File: src/rtl/scroll_pkg.sv
// Shared types and default geometry for the scrolling-image sequencer.
package scroll_pkg;

    localparam int IMG_W_DEF       = 260;
    localparam int FAST_STEP_DEF   = 4;
    localparam int FAST_FRAMES_DEF = 30;
    localparam int POS_W           = 10;

    typedef enum logic [1:0] {
        ST_STOP  = 2'd0,
        ST_PLAY  = 2'd1,
        ST_PAUSE = 2'd2,
        ST_FAST  = 2'd3
    } state_e;

    function automatic logic is_playing(input state_e st);
        return (st == ST_PLAY) || (st == ST_FAST);
    endfunction

endpackage

File: src/rtl/scroll_step.sv
// Modular add/subtract of a step onto the scroll position, flagging wrap-around.
import scroll_pkg::*;

module scroll_step #(
    parameter int IMG_W = IMG_W_DEF
) (
    input  logic [POS_W-1:0] i_pos,
    input  logic [POS_W-1:0] i_step,
    input  logic             i_dir,
    output logic [POS_W-1:0] o_pos,
    output logic             o_wrap
);

    logic [POS_W:0] w_sum;
    logic           w_fwd_wrap;
    logic           w_bwd_wrap;

    // Wrap decisions are made at 11 bits; the low 10 bits of the result are exact mod 1024.
    assign w_sum      = {1'b0, i_pos} + {1'b0, i_step};
    assign w_fwd_wrap = (w_sum >= (POS_W+1)'(IMG_W));
    assign w_bwd_wrap = (i_pos < i_step);

    always_comb begin
        if (i_dir) begin
            o_wrap = w_bwd_wrap;
            if (w_bwd_wrap) begin
                o_pos = i_pos + POS_W'(IMG_W) - i_step;
            end else begin
                o_pos = i_pos - i_step;
            end
        end else begin
            o_wrap = w_fwd_wrap;
            if (w_fwd_wrap) begin
                o_pos = i_pos + i_step - POS_W'(IMG_W);
            end else begin
                o_pos = i_pos + i_step;
            end
        end
    end

endmodule

File: src/rtl/scroll_ctrl.sv
// Play/pause/fast/stop sequencer owning the horizontal scroll offset; steps only on frame_start.
import scroll_pkg::*;

module scroll_ctrl #(
    parameter int IMG_W       = IMG_W_DEF,
    parameter int FAST_STEP   = FAST_STEP_DEF,
    parameter int FAST_FRAMES = FAST_FRAMES_DEF
) (
    input  logic             i_clk,
    input  logic             i_rst,
    input  logic             i_frame_start,
    input  logic             i_btn_pause,
    input  logic             i_btn_stop,
    input  logic             i_btn_forward,
    input  logic             i_btn_backward,
    input  logic             i_track_change,
    input  logic [1:0]       i_speed,
    output logic [POS_W-1:0] o_position,
    output logic             o_playing,
    output logic             o_dir,
    output logic             o_wrap
);

    localparam int FC_W = $clog2(FAST_FRAMES + 1);

    state_e           r_state;
    logic [POS_W-1:0] r_position;
    logic             r_dir;
    logic             r_playing;
    logic             r_wrap;
    logic [1:0]       r_fcnt;
    logic [FC_W-1:0]  r_fast;
    logic             r_nudge;

    state_e           w_state_ev;
    logic [POS_W-1:0] w_pos_ev;
    logic             w_dir_ev;
    logic [1:0]       w_fcnt_ev;
    logic [FC_W-1:0]  w_fast_ev;
    logic             w_nudge_ev;

    state_e           w_state_nx;
    logic [1:0]       w_fcnt_nx;
    logic [FC_W-1:0]  w_fast_nx;
    logic             w_nudge_nx;
    logic             w_do_step;
    logic [POS_W-1:0] w_step_amt;
    logic [POS_W-1:0] w_step_pos;
    logic             w_step_wrap;

    // Button events: only the highest-priority pulse of the cycle is applied.
    always_comb begin
        w_state_ev = r_state;
        w_pos_ev   = r_position;
        w_dir_ev   = r_dir;
        w_fcnt_ev  = r_fcnt;
        w_fast_ev  = r_fast;
        w_nudge_ev = r_nudge;
        if (i_btn_stop) begin
            w_state_ev = ST_STOP;
            w_pos_ev   = '0;
            w_fcnt_ev  = 2'd0;
            w_fast_ev  = '0;
            w_nudge_ev = 1'b0;
        end else if (i_track_change) begin
            w_state_ev = ST_PLAY;
            w_pos_ev   = '0;
            w_dir_ev   = 1'b0;
            w_fcnt_ev  = 2'd0;
            w_fast_ev  = '0;
            w_nudge_ev = 1'b0;
        end else if (i_btn_pause) begin
            case (r_state)
                ST_STOP:  w_state_ev = ST_PLAY;
                ST_PLAY:  w_state_ev = ST_PAUSE;
                ST_PAUSE: w_state_ev = ST_PLAY;
                ST_FAST: begin
                    w_state_ev = ST_PAUSE;
                    w_fast_ev  = '0;
                end
                default:  w_state_ev = ST_STOP;
            endcase
        end else if (i_btn_forward || i_btn_backward) begin
            w_dir_ev = !i_btn_forward;
            case (r_state)
                ST_PLAY, ST_FAST: begin
                    w_state_ev = ST_FAST;
                    w_fast_ev  = FC_W'(FAST_FRAMES);
                end
                ST_PAUSE: w_nudge_ev = 1'b1;
                default:  w_nudge_ev = r_nudge;
            endcase
        end else begin
            w_state_ev = r_state;
        end
    end

    // Frame processing, applied on top of the post-event state.
    always_comb begin
        w_state_nx = w_state_ev;
        w_fcnt_nx  = w_fcnt_ev;
        w_fast_nx  = w_fast_ev;
        w_nudge_nx = w_nudge_ev;
        w_do_step  = 1'b0;
        w_step_amt = POS_W'(1);
        if (i_frame_start) begin
            case (w_state_ev)
                ST_PLAY: begin
                    if (w_fcnt_ev == i_speed) begin
                        w_do_step = 1'b1;
                        w_fcnt_nx = 2'd0;
                    end else begin
                        w_fcnt_nx = w_fcnt_ev + 2'd1;
                    end
                end
                ST_FAST: begin
                    w_do_step  = 1'b1;
                    w_step_amt = POS_W'(FAST_STEP);
                    if (w_fast_ev <= FC_W'(1)) begin
                        w_fast_nx  = '0;
                        w_state_nx = ST_PLAY;
                        w_fcnt_nx  = 2'd0;
                    end else begin
                        w_fast_nx = w_fast_ev - FC_W'(1);
                    end
                end
                ST_PAUSE: begin
                    if (w_nudge_ev) begin
                        w_do_step  = 1'b1;
                        w_nudge_nx = 1'b0;
                    end else begin
                        w_nudge_nx = w_nudge_ev;
                    end
                end
                default: w_do_step = 1'b0;
            endcase
        end else begin
            w_do_step = 1'b0;
        end
    end

    scroll_step #(.IMG_W(IMG_W)) u_step (
        .i_pos  (w_pos_ev),
        .i_step (w_step_amt),
        .i_dir  (w_dir_ev),
        .o_pos  (w_step_pos),
        .o_wrap (w_step_wrap)
    );

    // State and registered outputs.
    always_ff @(posedge i_clk) begin
        if (i_rst) begin
            r_state    <= ST_STOP;
            r_position <= '0;
            r_dir      <= 1'b0;
            r_playing  <= 1'b0;
            r_wrap     <= 1'b0;
            r_fcnt     <= 2'd0;
            r_fast     <= '0;
            r_nudge    <= 1'b0;
        end else begin
            r_state    <= w_state_nx;
            r_position <= w_do_step ? w_step_pos : w_pos_ev;
            r_dir      <= w_dir_ev;
            r_playing  <= is_playing(w_state_nx);
            r_wrap     <= w_do_step & w_step_wrap;
            r_fcnt     <= w_fcnt_nx;
            r_fast     <= w_fast_nx;
            r_nudge    <= w_nudge_nx;
        end
    end

    assign o_position = r_position;
    assign o_playing  = r_playing;
    assign o_dir      = r_dir;
    assign o_wrap     = r_wrap;

endmodule
File: config.mk
export PLATFORM = sky130hd
export DESIGN_NAME = scroll_ctrl
export DESIGN_NICKNAME = d
export VERILOG_FILES = /design/src/rtl/scroll_pkg.sv /design/src/rtl/scroll_step.sv /design/src/rtl/scroll_ctrl.sv
export SDC_FILE = /design/constraint.sdc
export NUM_CORES = 1
export LEC_CHECK = 0
export CORE_MARGIN = 4
export CORE_UTILIZATION = 45
export DETAILED_ROUTE_END_ITERATION = 8
export PLACE_DENSITY = 0.64
export SLEW_MARGIN = 10
export SYNTH_ARGS = -nofsm -noshare
export SYNTH_HDL_FRONTEND = slang
export SYNTH_HIERARCHICAL = 1
export SYNTH_SLANG_ARGS = --single-unit
export TNS_END_PERCENT = 1
File: constraint.sdc
create_clock -name i_clk -period 5.6 [get_ports i_clk]
set_input_delay 1.12 -clock i_clk [delete_from_list [all_inputs] [get_ports i_clk]]
set_output_delay 1.12 -clock i_clk [all_outputs]
set_load 0.01 [all_outputs]
==> flow_summary.toml, run 1 <==
[timing]
hold_viol = 0
worstMarginPinSlew_ns = 1.022
fin_skew_ns = 0.001064
report.final.slew_viol_count = 0
relSlewSlack_pct = 31.41
clock.fmax_mhz = 197.6
setup_violations = 0
finalSetupTns_ns = 0
period_share_pct = 90.37
hold_ws_ns = 0.5126
min_period_ns = 5.061
rsz0062_at_grt = "no"

[yosys]
ys_types = 72
async_flop_share_pct = 0
yosysSeqAreaShare_pct = 13.36
synthCells = 424
yosys-top-cells-area = "dfxtp_1 (13%), ha_1 (13%), fa_1 (5.5%)"
ys_seq_elements = 22
synth-edff-count = 0
syn_area_um2 = 3296
syn_area_per_cell_um2 = 7.773
synth_ff_type = "dfxtp_1"
synth_top_area_share_pct = 13.36
synth_top_area_cell = "dfxtp_1"
yosysWarningCount = 6

[critical_path]
cp-start-kind = "input port"
r2r_end = "o_position[8]$_SDFF_PP0_"
slowest_stage = "clkdlybuf4s50_1"
end_kind = "flop"
required_ns = 5.80
worst-path-max-fanout = 11
arrival_ns = 5.26
reg2reg_slack_ns = 1.54
worst-setup-path-type = "in -> reg"
r2r_start = "r_state[0]$_SDFF_PP0_"
slowest_delay_ns = 0.59
ff2ff_path_depth = 15
crit_chain = "clkdlybuf4s50_1 > nor4b_4 > and3_1 > inv_2 > ha_1 > fa_1 > nor2b_4 > o211ai_1 > mux2_1 > nor4_2 > nand4_1 > a21o_1 > and3_1 > o31ai_2 > nand2b_1 > o21ai_1"
startpoint = "i_track_change"
path_common_cell = "and3_1"

[die]
start_util_pct = 47.46
dieArea_um2 = 8757
fp.coreArea_um2 = 6944
rows = 30
ios = 23
die_y_um = 93.58
die_w_um = 93.58

[cts]
cts_tree = "built"
clk_pin_slew_worst_paths_ns = 0.08
cts.sink_count = 22
cts_inserted_buffers = 3
clk_latency_ns = 0.26
htreeDepth = 1
postCtsResizedCells = 0
ctsHoldBuffers = 0
clockBufferDepth = 2
root_buffer = "clkbuf_8"
cts_setup_buffers = 0

[grt]
grt_pass1_wl_mm = 13.19
grtUsageTotal_pct = 18.35
antenna_found_initial = 0
globalRouteMet3Util_pct = 2.333
busiest_layer = "met2"
grtUsageMet2_pct = 28.77
grt_use_met1_pct = 27.55
grt_pass1_vias = 2753
grt_max_degree = 33
gr-total-overflow = 0

[hold_path]
min_from = "r_fcnt[1]$_SDFF_PP0_"
whs_path_depth = 2
min_to = "r_fcnt[1]$_SDFF_PP0_"
hold_class = "reg -> reg"

[pwr]
peakVddDrop_v = 0.00008928
power_density_nw_per_um2 = 107.2
leakagePower_uw = 0.001496

[route]
drtIter0Drc = 167
wl_per_cell_um = 14.20
num_vias = 2950
wl_mm = 7.826
drc_errors = 0
routed_via_density = 5.354
drtAntennaViolNets = 0
firstDrtPassIters = 4

[cells_and_area]
final_util_pct = 53.14
syn_to_final_growth_pct = 11.96
drive_above_1_share_pct = 7.253
finalNonFillerCells = 551
num_antenna_cells = 0
nNetsFinal = 509

[run_status]
status = "finished, final reports clean"

[placed_design]
dp_cells = 547
place_hpwl_mm = 6.193
port_buffers = 22
place_congestion = 0.8372

[job]
cap_viol_max_count = 0
## cell usage after synthesis, drive strengths merged (5+ instances only)
cell type / instances
inv: 40
ha: 34
nand2: 32
o21ai: 24
a21oi: 23
dfxtp: 22
nand2b: 21
nor2: 19
xnor2: 16
or4b: 14
and2: 13
nor2b: 12
buf: 11
clkbuf: 11
nand3: 10
a31oi: 9
fa: 9
nor3: 8
a21o: 7
or2: 7
a211oi: 6
o211ai: 6
and3: 5
o31ai: 5
xor2: 5
## layout make-up
type | count | area, um2
multi-input combinational | 362 | 2666
timing repair buffer | 27 | 257.7
sequential | 22 | 440.4
fill | 662 | 3254
tap | 96 | 120.1
inverter | 40 | 150.1
clock buffer | 4 | 55.05
## worst max path at each step
stage	endpoint	cells after the start	slack [ns]
6_report	o_position[8]$_SDFF_PP0_	16	0.54
5_1_grt	o_position[8]$_SDFF_PP0_	16	0.23
4_1_cts	o_position[8]$_SDFF_PP0_	16	0.53
3_5_place_dp	o_position[8]$_SDFF_PP0_	16	0.31
3_3_place_gp	o_position[8]$_SDFF_PP0_	16	0.44
2_1_floorplan	o_position[8]$_SDFF_PP0_	17	1.04
## routing by layer
| metal | part of all wire, % | wire [um] | up-vias |
|---|---|---|---|
| met1 | 52 | 4057 | 1364 |
| met4 | 0.59 | 46 | 0 |
| met3 | 3.0 | 232 | 7 |
| met2 | 45 | 3490 | 37 |
| met5 | 0 | 0 | - |
| li1 | - | - | 1542 |
## state kept, by name (all words and copies together), names as in the netlist
name,flops
r_state,2
o_position,10
r_nudge,1
o_dir,1
r_fcnt,2
o_wrap,1
r_fast,5
## cells by family after synthesis
family	synth area share, %
XOR/XNOR	5.581
flip-flops	13.36
other	0.1138
adder cells (fa/ha/maj)	18.38
AO/OA/AOI/OAI	22.89
multiplexers	1.898
buffers and inverters	8.238
AND/OR/NAND/NOR	29.54
## critical path, delay by kind of cell
family / cells / cell delay, ns
AO/OA/AOI/OAI: 4 / 0.90
buffers and inverters: 2 / 0.67
adder cells (fa/ha/maj): 2 / 0.63
multiplexers: 1 / 0.38
AND/OR/NAND/NOR: 7 / 1.55
## cell usage in the layout, fill, tap and decap left out, types with 7 or more instances in the layout
cell / instances
nor2_1: 18
nor2b_1: 10
a21oi_1: 23
nand3_1: 10
o21ai_1: 16
nand2b_1: 21
dfxtp_1: 22
clkdlybuf4s50_1: 22
fa_1: 9
or4b_1: 14
conb_1: 23
a21o_1: 7
nor3_1: 8
nand2_1: 32
inv_1: 38
o21ai_0: 8
and2_1: 13
ha_1: 34
a31oi_1: 9
xnor2_1: 16
## stage by stage
| step | worst slack (ns) | total power, uW | area (um2) |
|---|---|---|---|
| finish | 0.5395 | 395.4 | 3690 |
| global route | 0.2283 | 421.2 | 3690 |
| CTS | 0.5324 | 398.2 | 3690 |
| detailed placement | 0.3065 | 282.2 | 3635 |
| global placement | 0.4357 | 281.0 | 3635 |
| floorplan | 1.045 | 254.4 | 3378 |
## power by group
part | internal (uW) | leakage [uW] | switching (uW) | total [uW]
sequential | 159 | 0.000178 | 2.82 | 162
clock | 62.8 | 0.0000288 | 52.6 | 115
combinational | 50.6 | 0.00129 | 67.8 | 118
No activity file was read; power rests on OpenSTA's default activity.
==> inputs of run 2 (changes only) <==
- GPL_ROUTABILITY_DRIVEN: not set -> 0
- HOLD_SLACK_MARGIN: not set -> 0.03
- PLACE_DENSITY: 0.64 -> 0.66
- clock period: 5.6 -> 4.3 ns (I/O delays scaled with it)
==> run 2 against run 1 <==
  * Register-to-register slack got worse by 1.1 ns
  * First-iteration DRC count increased by 53%
  * Die area unchanged
  * Clock-buffer cell count unchanged
  * Sequential power increased by 30%
  * Sequential share of layout area decreased by 1.8 points
  * Critical path depth increased by 1
  * Critical endpoint is now o_position[5]$_SDFF_PP0_
==> flow_summary.toml, run 2 (synthesis gave the netlist of run 1 again) <==
[run_status]
status = "finished, final reports clean"

[critical_path]
end_kind = "flop"
worst-path-max-fanout = 5
arrival_ns = 4.37
r2r_end = "o_position[5]$_SDFF_PP0_"
required_ns = 4.50
r2r_start = "r_state[0]$_SDFF_PP0_"
worst-setup-path-type = "in -> reg"
ff2ff_path_depth = 16
cp-start-kind = "input port"
reg2reg_slack_ns = 0.42

[timing]
hold_ws_ns = 0.5174
period_share_pct = 96.89
report.final.slew_viol_count = 0
hold_viol = 0
setup_violations = 0
min_period_ns = 4.166
worstMarginPinSlew_ns = 1.014
finalSetupTns_ns = 0
fin_ws_ns = 0.1338
fin_skew_ns = 0.004314
relSlewSlack_pct = 32.17
clock.fmax_mhz = 240.0
rsz0062_at_grt = "no"

[cells_and_area]
nNetsFinal = 584
num_antenna_cells = 0
drive_above_1_share_pct = 23.02
final_cell_mix = "buf_4 (79), inv_1 (38), nand2_1 (32), ha_1 (31), conb_1 (23)"
syn_to_final_growth_pct = 31.78
mostFrequentLayoutCell = "buf_4"
finalNonFillerCells = 626
largest_reg_flops = 10
fin_area_um2 = 4343

[route]
wl_per_cell_um = 14.58
wl_mm = 9.125
num_vias = 3392
routed_via_density = 5.419
firstDrtPassIters = 5
drtAntennaViolNets = 0
drc_errors = 0
drtIter0Drc = 256

[die]
die_w_um = 93.58
fp.coreArea_um2 = 6944
ios = 23
dieArea_um2 = 8757
start_util_pct = 47.46
rows = 30
die_y_um = 93.58

[placed_design]
dp_worst_setup_slack_ns = -0.5084
place_hpwl_mm = 7.131
port_buffers = 22
placed_area_um2 = 4123
dp_cells = 612

[cts]
cts_tree = "built"
cts.sink_count = 22
clockBufferDepth = 2
clk_latency_ns = 0.27
clk_pin_slew_worst_paths_ns = 0.08
cts_inserted_buffers = 3
htreeDepth = 1
root_buffer = "clkbuf_8"

[hold_path]
min_to = "r_fcnt[1]$_SDFF_PP0_"
whs_path_depth = 2
min_from = "r_fcnt[1]$_SDFF_PP0_"
hold_class = "reg -> reg"

[pwr]
leakagePower_uw = 0.001914
peakVddDrop_v = 0.0001025
power_density_nw_per_um2 = 127.8

[grt]
grt_max_degree = 33
grt_pass1_wl_mm = 15.15
grt_pass1_vias = 3195
gr-total-overflow = 0
antenna_found_initial = 0
grtUsageTotal_pct = 21.11

[job]
cap_viol_max_count = 0
[run 2: cell count changes in the layout (fill, tap and decap cells not counted), sizes merged]
| cell | previous run | this run |
|---|---|---|
| clkbuf | 4 | 5 |
| dlymetal6s2s | 0 | 3 |
| buf | 5 | 79 |
| a21o | 7 | 8 |
| dlygate4sd2 | 0 | 1 |
| clkdlybuf4s50 | 22 | 17 |
[run 2: critical path: stages]
cell and delay [ns]:
dlygate4sd2_1 0.27, nor4b_4 0.26, and3_4 0.25, inv_2 0.05, ha_2 0.18, fa_2 0.37
nor2b_4 0.15, o211ai_1 0.21, buf_4 0.16, mux2_4 0.31, nor4_4 0.24, nand4_1 0.20
a21o_4 0.28, and4_1 0.17, o31ai_1 0.20, nand2b_1 0.08, o21ai_1 0.12
[run 2: layout make-up]
class | count | area (um2)
tap | 96 | 120.1
fill | 635 | 2601
inverter | 40 | 150.1
multi-input combinational | 363 | 2763
sequential | 22 | 440.4
clock buffer | 4 | 55.05
timing repair buffer | 101 | 814.5
[run 2: stage by stage]
step	utilization [%]	power (uW)
floorplan	-	331.3
global placement	59.37	392.2
detailed placement	59.37	395.5
CTS	61.28	551.7
global route	62.54	586.3
finish	62.54	554.8
[run 2: metal layers]
metal	wire (um)	GRT usage, %	part of all wire [%]	vias up
met2	4100	33.06	45	99
met5	0	0	0	-
met3	389	1.770	4.3	20
met1	4431	30.50	49	1581
li1	-	-	-	1692
met4	204	6.739	2.2	0
[run 2: worst max-delay path by stage]
stage | start | end | slack [ns] | depth (start not counted)
2_1_floorplan | i_track_change | o_position[8]$_SDFF_PP0_ | 0.005 | 17
3_3_place_gp | i_track_change | o_position[3]$_SDFF_PP0_ | -0.41 | 17
3_5_place_dp | i_track_change | o_position[8]$_SDFF_PP0_ | -0.51 | 16
4_1_cts | i_btn_backward | o_position[4]$_SDFF_PP0_ | 0.001 | 16
5_1_grt | i_btn_pause | o_position[3]$_SDFF_PP0_ | 0.002 | 18
6_report | i_btn_pause | o_position[5]$_SDFF_PP0_ | 0.13 | 17
[run 2: timing repair]
item	4_1_cts	5_1_grt
endpoints found under the setup margin	9	9
gates cloned	1	0
gates resized for setup	14	13
pin swaps	7	11
buffers inserted	4	5
hold buffers	0	0
[run 2: report_power, final]
part           switching, uW  internal [uW]  leakage (uW)
Combinational           98.8           91.1       0.00171
Clock                   72.8           81.8     0.0000288
Sequential              3.64            207      0.000178
